===== config.mk =====
export PLATFORM = sky130hd
export DESIGN_NAME = dmstatus_gen
export DESIGN_NICKNAME = d
export VERILOG_FILES = /design/src/rtl/dmstatus_gen.sv
export SDC_FILE = /design/constraint.sdc
export NUM_CORES = 1
export LEC_CHECK = 0
export CORE_AREA = 3 3 57 59
export DETAILED_ROUTE_END_ITERATION = 16
export DIE_AREA = 0 0 60 62
export DONT_BUFFER_PORTS = 1
export PLACE_DENSITY = 0.65
export SETUP_SLACK_MARGIN = 0.4
export SLEW_MARGIN = 10
export SYNTH_ARGS = -nofsm -noshare
export SYNTH_HDL_FRONTEND = slang
export SYNTH_SLANG_ARGS = --single-unit

===== constraint.sdc =====
create_clock -name clk_i -period 5.77 [get_ports clk_i]
set_input_delay 1.731 -clock clk_i [delete_from_list [all_inputs] [get_ports clk_i]]
set_output_delay 1.731 -clock clk_i [all_outputs]
set_load 0.02 [all_outputs]

===== src/rtl/dmstatus_gen.sv =====
// dmstatus_gen: folds live hart state, sticky havereset/resumeack flags and the
// authentication handshake into the dmstatus word captured on each DMI read.
module dmstatus_gen #(
  parameter int          NHARTS     = 4,
  parameter logic [3:0]  VERSION    = 4'd2,
  parameter logic        IMPEBREAK  = 1'b1,
  parameter logic        HASRSTHALT = 1'b0,
  parameter logic        AUTH_EN    = 1'b0,
  parameter logic [31:0] AUTH_KEY   = 32'hA5A5_5A5A,
  parameter int          AUTH_LAT   = 8
) (
  input  logic              clk_i,
  input  logic              rst_ni,
  input  logic              dmactive_i,
  input  logic [NHARTS-1:0] hart_halted_i,
  input  logic [NHARTS-1:0] hart_running_i,
  input  logic [NHARTS-1:0] hart_unavail_i,
  input  logic [NHARTS-1:0] hart_reset_i,
  input  logic [NHARTS-1:0] hart_resumeack_i,
  input  logic [19:0]       hartsel_i,
  input  logic              hasel_i,
  input  logic [NHARTS-1:0] hawindow_i,
  input  logic              ackhavereset_i,
  input  logic              resumereq_i,
  input  logic              authdata_wr_i,
  input  logic [31:0]       authdata_i,
  input  logic              rd_req_i,
  output logic              rd_valid_o,
  output logic [31:0]       dmstat_reg_o
);
  typedef enum logic {IDLE, BUSY} state_t;
  state_t            r_state, w_state_nxt;
  logic [7:0]        r_cnt, w_cnt_nxt;
  logic              r_match, w_match_nxt, r_authd, w_authd_nxt;
  logic [NHARTS-1:0] r_havereset, r_resumeack, w_sel, w_hr_nxt, w_ra_nxt;
  logic              w_nonexist, w_any_sel, w_authd, w_authbusy;
  logic [4:0]        w_any, w_all;
  logic [11:0]       w_stat;
  logic [31:0]       w_word;
  logic              r_valid;
  logic [31:0]       r_word;
  always_comb begin
    w_nonexist = hartsel_i >= 20'(NHARTS);
    w_sel      = (w_nonexist ? '0 : NHARTS'(1) << hartsel_i) | (hasel_i ? hawindow_i : '0);
    w_any_sel  = |w_sel;
    w_any      = {|(r_resumeack & w_sel), |(r_havereset & w_sel), |(hart_unavail_i & w_sel),
                  |(hart_running_i & w_sel), |(hart_halted_i & w_sel)};
    w_all      = {&(r_resumeack | ~w_sel), &(r_havereset | ~w_sel), &(hart_unavail_i | ~w_sel),
                  &(hart_running_i | ~w_sel), &(hart_halted_i | ~w_sel)} & {5{w_any_sel}};
    w_stat     = {w_all[3], w_any[3], w_all[4], w_any[4], w_nonexist & ~w_any_sel, w_nonexist,
                  w_all[2], w_any[2], w_all[1], w_any[1], w_all[0], w_any[0]};
    w_authd    = AUTH_EN ? r_authd : 1'b1;
    w_authbusy = AUTH_EN && r_state == BUSY;
    w_word     = {9'b0, IMPEBREAK, 2'b0, w_authd ? w_stat : 12'b0, w_authd, w_authbusy,
                  HASRSTHALT, 1'b0, VERSION};
  end
  // set wins for havereset, clear wins for resumeack; an inactive DM forces both
  always_comb begin
    w_hr_nxt = dmactive_i ? (r_havereset & ~(ackhavereset_i ? w_sel : '0)) | hart_reset_i : '1;
    w_ra_nxt = dmactive_i ? (r_resumeack | hart_resumeack_i) & ~(resumereq_i ? w_sel : '0) : '0;
  end
  always_comb begin
    w_state_nxt = r_state;
    w_cnt_nxt   = r_cnt;
    w_match_nxt = r_match;
    w_authd_nxt = r_authd;
    if (r_state == IDLE && authdata_wr_i && AUTH_EN) begin
      w_state_nxt = BUSY;
      w_cnt_nxt   = 8'(AUTH_LAT - 1);
      w_match_nxt = authdata_i == AUTH_KEY;
    end else if (r_state == BUSY) begin
      w_state_nxt = r_cnt == 8'd0 ? IDLE : BUSY;
      w_cnt_nxt   = r_cnt == 8'd0 ? r_cnt : r_cnt - 8'd1;
      w_authd_nxt = r_cnt == 8'd0 ? r_match : r_authd;
    end
  end
  always_ff @(posedge clk_i) begin
    if (!rst_ni) begin
      r_state     <= IDLE;
      r_cnt       <= 8'd0;
      r_match     <= 1'b0;
      r_authd     <= ~AUTH_EN;
      r_havereset <= '1;
      r_resumeack <= '0;
      r_valid     <= 1'b0;
      r_word      <= 32'd0;
    end else begin
      r_state     <= w_state_nxt;
      r_cnt       <= w_cnt_nxt;
      r_match     <= w_match_nxt;
      r_authd     <= w_authd_nxt;
      r_havereset <= w_hr_nxt;
      r_resumeack <= w_ra_nxt;
      r_valid     <= rd_req_i;
      if (rd_req_i) r_word <= w_word;
    end
  end
  assign rd_valid_o   = r_valid;
  assign dmstat_reg_o = r_word;
endmodule


-- Word-level counts from Yosys, hierarchy flattened
Index checks and enable logic that the tools add are counted.
- shift operators: 1
- reductions and logical operators: 12
- bitwise operators: 21
- order comparisons: 1
- multiplexer cells: 4
- operators by type and width (operator ; number):
    4-bit OR ; 8
    4-bit AND ; 7
    4-bit OR reduction ; 6
    20-bit by 3-bit greater-or-equal comparator with 1-bit output, second input constant ; 1
    4-bit AND reduction ; 5
    1-bit by 20-bit << shifter with 4-bit output, first input constant ; 1
    4-bit 2-to-1 mux ; 4
    4-bit NOT ; 3
    5-bit AND ; 1
    2-bit AND reduction ; 1
    1-bit AND ; 1
    1-bit NOT ; 1
- bits in registers: 24
- bits of input ports: 84
- output and inout bits: 33

-- Longest topological paths before layout
Gate-level depths: netlist of run 1.
- depth in word-level cells: 7
- depth in mapped cells: 6

-- Worst setup path before layout of run 1
No wires, ideal clock.
- path kind: in2reg
- start point: input port hartsel_i[8]
- end point: register r_havereset[2]
- required time: 5.650 ns
- library setup time: 0.120 ns
- arrival: 2.948 ns
- buffers on the path: 0
- stages: 5
- path slack: 2.703 ns
- path through: nor4_2 -> nand3_2 -> o41ai_4 -> nand2_2 -> a211o_1
- cells in the longest elaborated chain, start to end: 7
- elaborated cells on any way between the ends: 8
- those cells by class: order compare: 1; shift: 1; mux: 2; bitwise: 4
- RTL lines (element ; RTL line ; RTL):
    start: declaration ; 20 ; input logic [19:0] hartsel_i,
    20-bit by 3-bit greater-or-equal comparator with 1-bit output or 1-bit by 20-bit << shifter with 4-bit output (tied branches) ; 43, 44 ;
    4-bit 2-to-1 mux * ; 44 ; w_sel = (w_nonexist ? '0 : NHARTS'(1) << hartsel_i) | (hasel_i ? hawindow_i : '0);
    4-bit OR * ; 44 ;
    4-bit 2-to-1 mux * ; 59 ; w_hr_nxt = dmactive_i ? (r_havereset & ~(ackhavereset_i ? w_sel : '0)) | hart_reset_i : '1;
    4-bit NOT * ; 59 ;
    4-bit AND * ; 59 ;
    4-bit OR * ; 59 ;
    end signal: assignment ; 92 ; r_havereset <= w_hr_nxt;
    end: declaration ; 35 ; logic [NHARTS-1:0] r_havereset, r_resumeack, w_sel, w_hr_nxt, w_ra_nxt;
Mark *: on every way between the ends. The rest lies on a longest branch, timed or not.
A chain may end at the register's enable or synchronous reset.

-- Worst setup path in the final report of run 1
- start point: input port hartsel_i[5]
- end point: register r_havereset[2]
The elaborated chain is that of the path after synthesis.

==> results of run 1 <==
-- placed cells by master (no fill, tap or decap), types with 6 or more instances in the layout --
cell     Yosys  layout
o21ai_0     27      27
o22ai_1     10      10
dfxtp_1     22      22
nor2_1      11      11
conb_1       1      17
inv_1        7       7
nand2_1     21      21
nand3_1      6       6
-- power groups by stage --
stage          Sequential (mW)  Clock (mW)  Combinational, mW
3_5_place_dp             0.178           0             0.0546
4_1_cts                  0.175      0.0724             0.0549
6_report                 0.174      0.0722             0.0558
5_1_grt                  0.175      0.0779             0.0622
2_1_floorplan            0.175           0             0.0641
3_3_place_gp             0.178           0             0.0530
-- worst max-delay path, cell delays in order --
cell and delay [ns]:
nor4_2 0.30, nand3_2 0.17, o41ai_4 0.58, nand2_2 0.09
a211o_1 0.30
-- registers in the layout, indices dropped and copies added (netlist names) --
register      count
r_resumeack       4
dmstat_reg_o     13
r_havereset       4
rd_valid_o        1
-- layout make-up --
class	count	share of cell area (%)
multi-input combinational	149	63.4
tap	31	2.67
sequential	22	30.3
inverter	8	2.07
clock buffer	3	1.55
-- through the flow --
stage	cells	area [um^2]	utilization (%)	total power [mW]
after floorplan	209	1580	-	0.239
after global placement	210	1430	51.9	0.231
after detailed placement	210	1430	51.9	0.233
after CTS	213	1450	52.7	0.302
after global routing	213	1450	52.7	0.316
final	213	1450	52.7	0.302
-- worst max path at each step --
stage                     cells past startpoint    startpoint  slack (ns)                            to
after CTS                                     5  hartsel_i[8]        2.82     r_havereset[2]$_SDFF_PN1_
after global routing                          5  hartsel_i[8]        2.72  dmstat_reg_o[9]$_SDFFE_PN0P_
final                                         5  hartsel_i[5]        2.81     r_havereset[2]$_SDFF_PN1_
after global placement                        5  hartsel_i[8]        2.52     r_havereset[2]$_SDFF_PN1_
after detailed placement                      5  hartsel_i[8]        2.48     r_havereset[2]$_SDFF_PN1_
after floorplan                               5  hartsel_i[8]        2.70     r_havereset[2]$_SDFF_PN1_
-- logic make-up (layout without fill, tap and decap cells) --
kind of cell / after synthesis / in the layout / share of synthesized area [%]
compound gates: 75 / 75 / 36.0
simple gates: 52 / 52 / 16.8
mux: 5 / 5 / 3.71
other cells: 1 / 17 / 0.247
flops: 22 / 22 / 29.0
buf+inv: 38 / 11 / 14.2
-- per-layer routing --
layer	global-route usage, %	routed length, um	part of all wire, %	up-vias
met5	0	0	0	-
met4	11.4	106	2.4	0
met3	9.71	634	14	14
met2	39.5	2070	47	125
met1	27.3	1630	37	675
li1	-	-	-	678
==> impl_metrics.toml, run 1 <==
[global_route]
grt_pass1_wl_um = 6670
grt_pass1_vias = 1497
grt_max_degree = 18
grt_antenna_before_repair = 0
globalRouteTotalUtil_pct = 24.1
overflow = 0

[floorplanning]
die-area_um2 = 3720
rows = 19
die_h_um = 62
die_x_um = 60
coreArea_um2 = 2760
ioPinCount = 117
start_util_pct = 55.0

[drt]
drt-pass1-iter-count = 5
viasPerCell = 7.00
wl_per_cell_um = 20.8
dr.first_iter.drc_count = 165
antenna_left = 0
vias = 1492
drc = 0
wirelength_um = 4440

[cts]
cts_root_buf = "clkbuf_4"
clock_path_buffers = 2
cts_resized = 0
clk_pin_slew_ns = 0.12
numClockSinks = 22
cts_tree = "yes"
cts_hold_buf = 0
cts_setup_buffers = 0
clock_latency_ns = 0.31
cts_max_level = 1
cts_buffers = 3

[synth]
synth_warnings = 0
yosysTopAreaCell = "dfxtp_1"
synth_commonest_cells = "27 x o21ai_0, 22 x dfxtp_1, 21 x nand2_1"
ys_seq_elements = 22
synth_area_per_cell_um2 = 7.86
netlist_instances = 193
syn_area_um2 = 1520
synth_edf_count = 0
async_flop_share_pct = 0
yosysUniqueCellTypes = 39
synth.most_common_cell = "o21ai_0"
synth_ff_type = "dfxtp_1"
ys_seq_area_share_pct = 29.0
ys_top_cells_by_area = "dfxtp_1 29%, buf_4 9.4%, o21ai_0 8.9%"
synth_top_area_share_pct = 29.0

[sta]
hold_viol = 0
slew_violations = 0
fin_crit_ns = 2.96
hold_ws_ns = 0.562
rsz0062_at_grt = "no"
tns_ns = 0
fmax_mhz = 338
setup_ws_ns = 2.81
tightest_slew_ns = 0.603
finalSetupViolations = 0
fin_skew_ns = 0.000527
period_share_pct = 51.2
slew-limit-headroom_pct = 59.8

[power_and_ir_drop]
p_seq_share_pct = 57.6
switching_share_pct = 31.8
p_int_mw = 0.206
power_frac_comb_pct = 18.5
irDropWorstVdd_mv = 0.174
switchingPower_mw = 0.0961
p_clk_share_pct = 23.9
p_leak_nw = 0.534
power_density_nw_per_um2 = 208

[placed_design]
hpwl_um = 3370
routabilityCongestion = 0.893
post-place-ws_ns = 2.48
port_buffers = 0

[flow_run]
max_cap_violations = 0

[layout]
antenna_cells = 0
final-seq-area_um2 = 440
fillers = 276
layout.nets = 268
multiInputGateArea_um2 = 922
drive_gt1_share_pct = 11.0
syn_to_final_growth_pct = -4.20

[setup_path]
endpoint_kind = "flip-flop"
worstSetupPathType = "in2reg"
rr_worst_depth = 5
r2r_end = "dmstat_reg_o[16]$_SDFFE_PN0P_"
r2r-start = "r_resumeack[3]$_SDFF_PN0_"
worstPathRequired_ns = 5.99
cp.arrival_ns = 3.17
crit_path_max_fanout = 7
reg2reg_slack_ns = 4.43
start_kind = "input pin"

[worst_hold_path]
hold_depth = 2
min-delay-start = "r_havereset[1]$_SDFF_PN1_"
worstHoldEndpoint = "r_havereset[1]$_SDFF_PN1_"
worstHoldPathType = "reg2reg"

[status]
status = "finished, final reports clean"
Note: power is estimated with default switching activity, not from simulation.
==> run 2, diff against run 1 <==
Clock period 5.77 ns to 2.93 ns, I/O delays scaled along.
==> run 2 against run 1 <==
Against the previous run:
- non-clock buffer count is 1 higher
- sequential cell count unchanged
- combinational power up 97%
- global-route usage is 0.097 points higher
- largest cell class unchanged
- critical path type unchanged
- clock power increased by 91%
- sequential share of layout area fell by 0.16 points
==> impl_metrics.toml, run 2 (synthesis gave the netlist of run 1 again) <==
[status]
status = "finished, final reports clean"

[setup_path]
start_kind = "input pin"
cp-startpoint = "hartsel_i[5]"
rr_worst_depth = 5
crit_path_max_fanout = 7
r2r-start = "r_resumeack[3]$_SDFF_PN0_"
cp.arrival_ns = 2.29
worstPathRequired_ns = 3.14
crit_end = "r_havereset[2]$_SDFF_PN1_"
worstSetupPathType = "in2reg"
reg2reg_slack_ns = 1.59
r2r_end = "dmstat_reg_o[16]$_SDFFE_PN0P_"
endpoint_kind = "flip-flop"

[power_and_ir_drop]
power_density_nw_per_um2 = 405
p_int_mw = 0.406
p_clk_share_pct = 23.4
switchingPower_mw = 0.186
switching_share_pct = 31.4
p_leak_nw = 0.539
power.total_mw = 0.591
irDropWorstVdd_mv = 0.325
p_seq_share_pct = 58.1
power_frac_comb_pct = 18.5

[cts]
cts_hold_buf = 0
numClockSinks = 22
cts_max_level = 1
clk_pin_slew_ns = 0.12
clock_latency_ns = 0.31
cts_setup_buffers = 0
cts_root_buf = "clkbuf_4"
cts_tree = "yes"
cts_buffers = 3
clock_path_buffers = 2
cts_resized = 0

[sta]
tightest_slew_ns = 0.612
slew_violations = 0
rsz0062_at_grt = "no"
hold_ws_ns = 0.566
finalSetupViolations = 0
fmax_mhz = 481
slew-limit-headroom_pct = 59.2
tns_ns = 0
period_share_pct = 70.9
fin_skew_ns = 0.000620
hold_viol = 0
fin_crit_ns = 2.08

[layout]
antenna_cells = 0
final_cells = 214
drive_gt1_share_pct = 11.5
layout_commonest_cell = "o21ai_0"
layout.nets = 269
final_cell_mix = "27 x o21ai_0, 22 x dfxtp_1, 21 x nand2_1"
largest_reg_flops = 13
fin_util_pct = 53.0
syn_to_final_growth_pct = -3.71

[global_route]
overflow = 0
grt_antenna_before_repair = 0
grt_max_degree = 18
grt_pass1_vias = 1452
globalRouteTotalUtil_pct = 24.2
grt_pass1_wl_um = 6690

[floorplanning]
die_h_um = 62
rows = 19
die_x_um = 60
coreArea_um2 = 2760
die-area_um2 = 3720
start_util_pct = 55.0
ioPinCount = 117

[placed_design]
routabilityCongestion = 0.891
hpwl_um = 3340
dp_cells = 211
port_buffers = 0

[worst_hold_path]
hold_depth = 1
worstHoldPathType = "reg2reg"

[drt]
drt-pass1-iter-count = 6
vias = 1527
wl_per_cell_um = 20.7
viasPerCell = 7.14
dr.first_iter.drc_count = 173
antenna_left = 0
drc = 0
wirelength_um = 4430

[flow_run]
max_cap_violations = 0
run 2: cell types whose count changed in the layout (fill, tap and decap cells not counted), sizes merged:
cell / before / now
buf: 0 / 1
run 2: worst max-delay path, cell delays in order:
cell and delay [ns]:
nor4_2 0.28, nand3_2 0.17, o41ai_4 0.58, nand2_2 0.08
a211o_1 0.30
run 2: power groups by stage:
stage	logic (mW)	clock network (mW)	registers [mW]
floorplan	0.126	0	0.344
global placement	0.104	0	0.350
detailed placement	0.108	0	0.350
CTS	0.108	0.142	0.344
global route	0.122	0.152	0.346
finish	0.110	0.138	0.343
run 2: worst min path at each step:
stage	slack, ns	from	end
finish	0.57	r_havereset[2]$_SDFF_PN1_	r_havereset[2]$_SDFF_PN1_
global route	0.59	r_havereset[2]$_SDFF_PN1_	r_havereset[2]$_SDFF_PN1_
CTS	0.56	r_havereset[2]$_SDFF_PN1_	r_havereset[2]$_SDFF_PN1_
detailed placement	0.53	r_havereset[2]$_SDFF_PN1_	r_havereset[2]$_SDFF_PN1_
global placement	0.52	r_havereset[2]$_SDFF_PN1_	r_havereset[2]$_SDFF_PN1_
floorplan	0.48	r_havereset[2]$_SDFF_PN1_	r_havereset[2]$_SDFF_PN1_
run 2: cell type report:
class                   instances  area, um^2
clock buffers                   3        22.5
flip-flops and latches         22         440
repair buffers                  1        7.51
multi-input cells             149         922
inverters                       8        30.0
well taps                      31        38.8
fillers                       278        1300
run 2: stage by stage:
stage / cell area (um^2) / setup slack, ns
after floorplan: 1580 / 0.715
after global placement: 1440 / 0.526
after detailed placement: 1440 / 0.517
after CTS: 1460 / 0.860
after global routing: 1460 / 0.737
final: 1460 / 0.852
run 2: metal layers:
metal | vias to the layer above | track usage, % | share of wire (%)
met5 | - | 0 | 0
met4 | 0 | 11.4 | 2.8
met3 | 13 | 8.26 | 13
met2 | 121 | 37.8 | 46
met1 | 712 | 29.9 | 38
li1 | 681 | - | -
==> run 3, diff against run 2 <==
Settings changed: PLACE_DENSITY 0.65 to 0.68.
Clock period 2.93 ns to 1.65 ns, I/O delays scaled along.
==> run 3 against run 2 <==
Against the previous run:
- sequential power grew 76%
- utilization grew 11 points
- wire length is 14% higher
- clock skew increased by 0.0069 ns
- largest cell class unchanged
- combinational power rose by 120%
- design area increased by 21%
- worst setup slack worse by 0.80 ns
- clock-buffer cell count is the same
- critical path depth rose by 1
- via count rose by 8.5%
- total power is 120% higher
==> impl_metrics.toml, run 3 (synthesis gave the netlist of run 1 again) <==
[sta]
setup_ws_ns = 0.0540
fin_skew_ns = 0.00756
slew-limit-headroom_pct = 63.2
finalSetupViolations = 0
period_share_pct = 96.7
hold_ws_ns = 0.247
fmax_mhz = 627
rsz0062_at_grt = "yes"
hold_viol = 0
tightest_slew_ns = 0.551
fin_crit_ns = 1.60
slew_violations = 0

[layout]
layout_commonest_cell = "o21ai_0"
multiInputGateArea_um2 = 1030
final-seq-area_um2 = 463
final_cell_mix = "22 x o21ai_0, 20 x nand2_1, 17 x conb_1"
drive_gt1_share_pct = 32.3
antenna_cells = 0
syn_to_final_growth_pct = 16.7
fin_util_pct = 64.2
layout.nets = 286
largest_reg_flops = 13
fillers = 239

[power_and_ir_drop]
switching_share_pct = 29.0
p_seq_share_pct = 47.1
switchingPower_mw = 0.373
p_leak_nw = 0.680
power_frac_comb_pct = 19.2
power_density_nw_per_um2 = 726
p_int_mw = 0.912
irDropWorstVdd_mv = 0.538
power.total_mw = 1.29
p_clk_share_pct = 33.7

[drt]
wl_per_cell_um = 21.7
vias = 1657
viasPerCell = 7.14
drc = 0
wirelength_um = 5040
dr.first_iter.drc_count = 142
drt-pass1-iter-count = 5
antenna_left = 0

[setup_path]
reg2reg_slack_ns = 0.31
rr_worst_depth = 5
cpPeakStageDelay_ns = 0.31
cp_num_cells = 6
critPathBufInv = 1
endpoint_kind = "flip-flop"
worstPathCellList = "nor4_4 > nand3_2 > buf_4 > or2_4 > o311ai_4 > nand3_1"
cp-startpoint = "hartsel_i[5]"
start_kind = "input pin"
crit_end = "r_havereset[3]$_SDFF_PN1_"
path_delay_family = "simple AND/OR/NAND/NOR gates"
worstPathRequired_ns = 1.87
worstSetupPathType = "in2reg"
crit_path_max_fanout = 8
r2r-start = "r_havereset[3]$_SDFF_PN1_"
slowest_stage = "or2_4"
cp.arrival_ns = 1.81
r2r_end = "dmstat_reg_o[19]$_SDFFE_PN0P_"

[floorplanning]
die_h_um = 62
die_x_um = 60
rows = 19
ioPinCount = 117
coreArea_um2 = 2760
die-area_um2 = 3720
start_util_pct = 55.0

[placed_design]
routabilityCongestion = 0.898
hpwl_um = 3630
post-place-ws_ns = -0.241
port_buffers = 0

[cts]
cts_hold_buf = 0
cts_max_level = 1
cts_buffers = 3
clock_path_buffers = 2
cts_root_buf = "clkbuf_4"
clock_latency_ns = 0.33
numClockSinks = 22
cts_tree = "yes"
clk_pin_slew_ns = 0.14

[global_route]
grt_pass1_vias = 1541
grt_antenna_before_repair = 0
grt_pass1_wl_um = 7590
overflow = 0
grt_max_degree = 18
globalRouteTotalUtil_pct = 27.6

[worst_hold_path]
worstHoldPathType = "in2reg"

[status]
status = "finished, final reports clean"

[flow_run]
max_cap_violations = 0
[run 3: cell count changes in the layout (fill, tap and decap cells not counted), sizes merged]
cell and delta:
bufinv +1, buf +17
[run 3: worst min path at each step]
stage	startpoint	to	cells after the start
floorplan	r_havereset[2]$_SDFF_PN1_	r_havereset[2]$_SDFF_PN1_	1
global placement	dmstat_reg_o[7]$_SDFFE_PN0P_	dmstat_reg_o[7]$_SDFFE_PN0P_	1
detailed placement	dmstat_reg_o[7]$_SDFFE_PN0P_	dmstat_reg_o[7]$_SDFFE_PN0P_	1
CTS	hart_reset_i[2]	r_havereset[2]$_SDFF_PN1_	1
global route	hart_reset_i[2]	r_havereset[2]$_SDFF_PN1_	1
finish	hart_reset_i[2]	r_havereset[2]$_SDFF_PN1_	1
[run 3: area by class of cell]
type                            count  area share, %
Tap cell                           31           2.19
Clock inverter                      1           1.69
Multi-Input combinational cell    149           58.3
Sequential cell                    22           26.1
Inverter                            8           1.69
Clock buffer                        3           1.27
Timing Repair Buffer               18           8.76
[run 3: metal layers]
metal | share of wire, % | wire (um) | track usage, %
met1 | 34 | 1700 | 31.7
met2 | 47 | 2380 | 45.2
met3 | 14 | 727 | 7.85
met4 | 4.7 | 235 | 17.4
met5 | 0 | 0 | 0
[run 3: through the flow]
step	instances	cell area, um^2	setup TNS (ns)
finish	232	1770	0
global route	232	1770	0
CTS	230	1710	0
detailed placement	223	1570	-2.96
global placement	223	1570	-2.31
floorplan	209	1620	-0.865
[run 3: power groups by stage]
stage                     sequential [mW]  combinational [mW]  clock, mW
after detailed placement            0.614               0.221          0
after global placement              0.612               0.214          0
after CTS                           0.607               0.233      0.434
final                               0.605               0.247      0.433
after floorplan                     0.611               0.227          0
after global routing                0.610               0.269      0.460
[run 3: what timing repair did]
action / 4_1_cts / 5_1_grt
gates resized for setup: 31 / 9
setup buffers: 2 / 2
setup endpoints to repair: 35 / 35
gates cloned: 1 / 0
pin swaps: 1 / 8
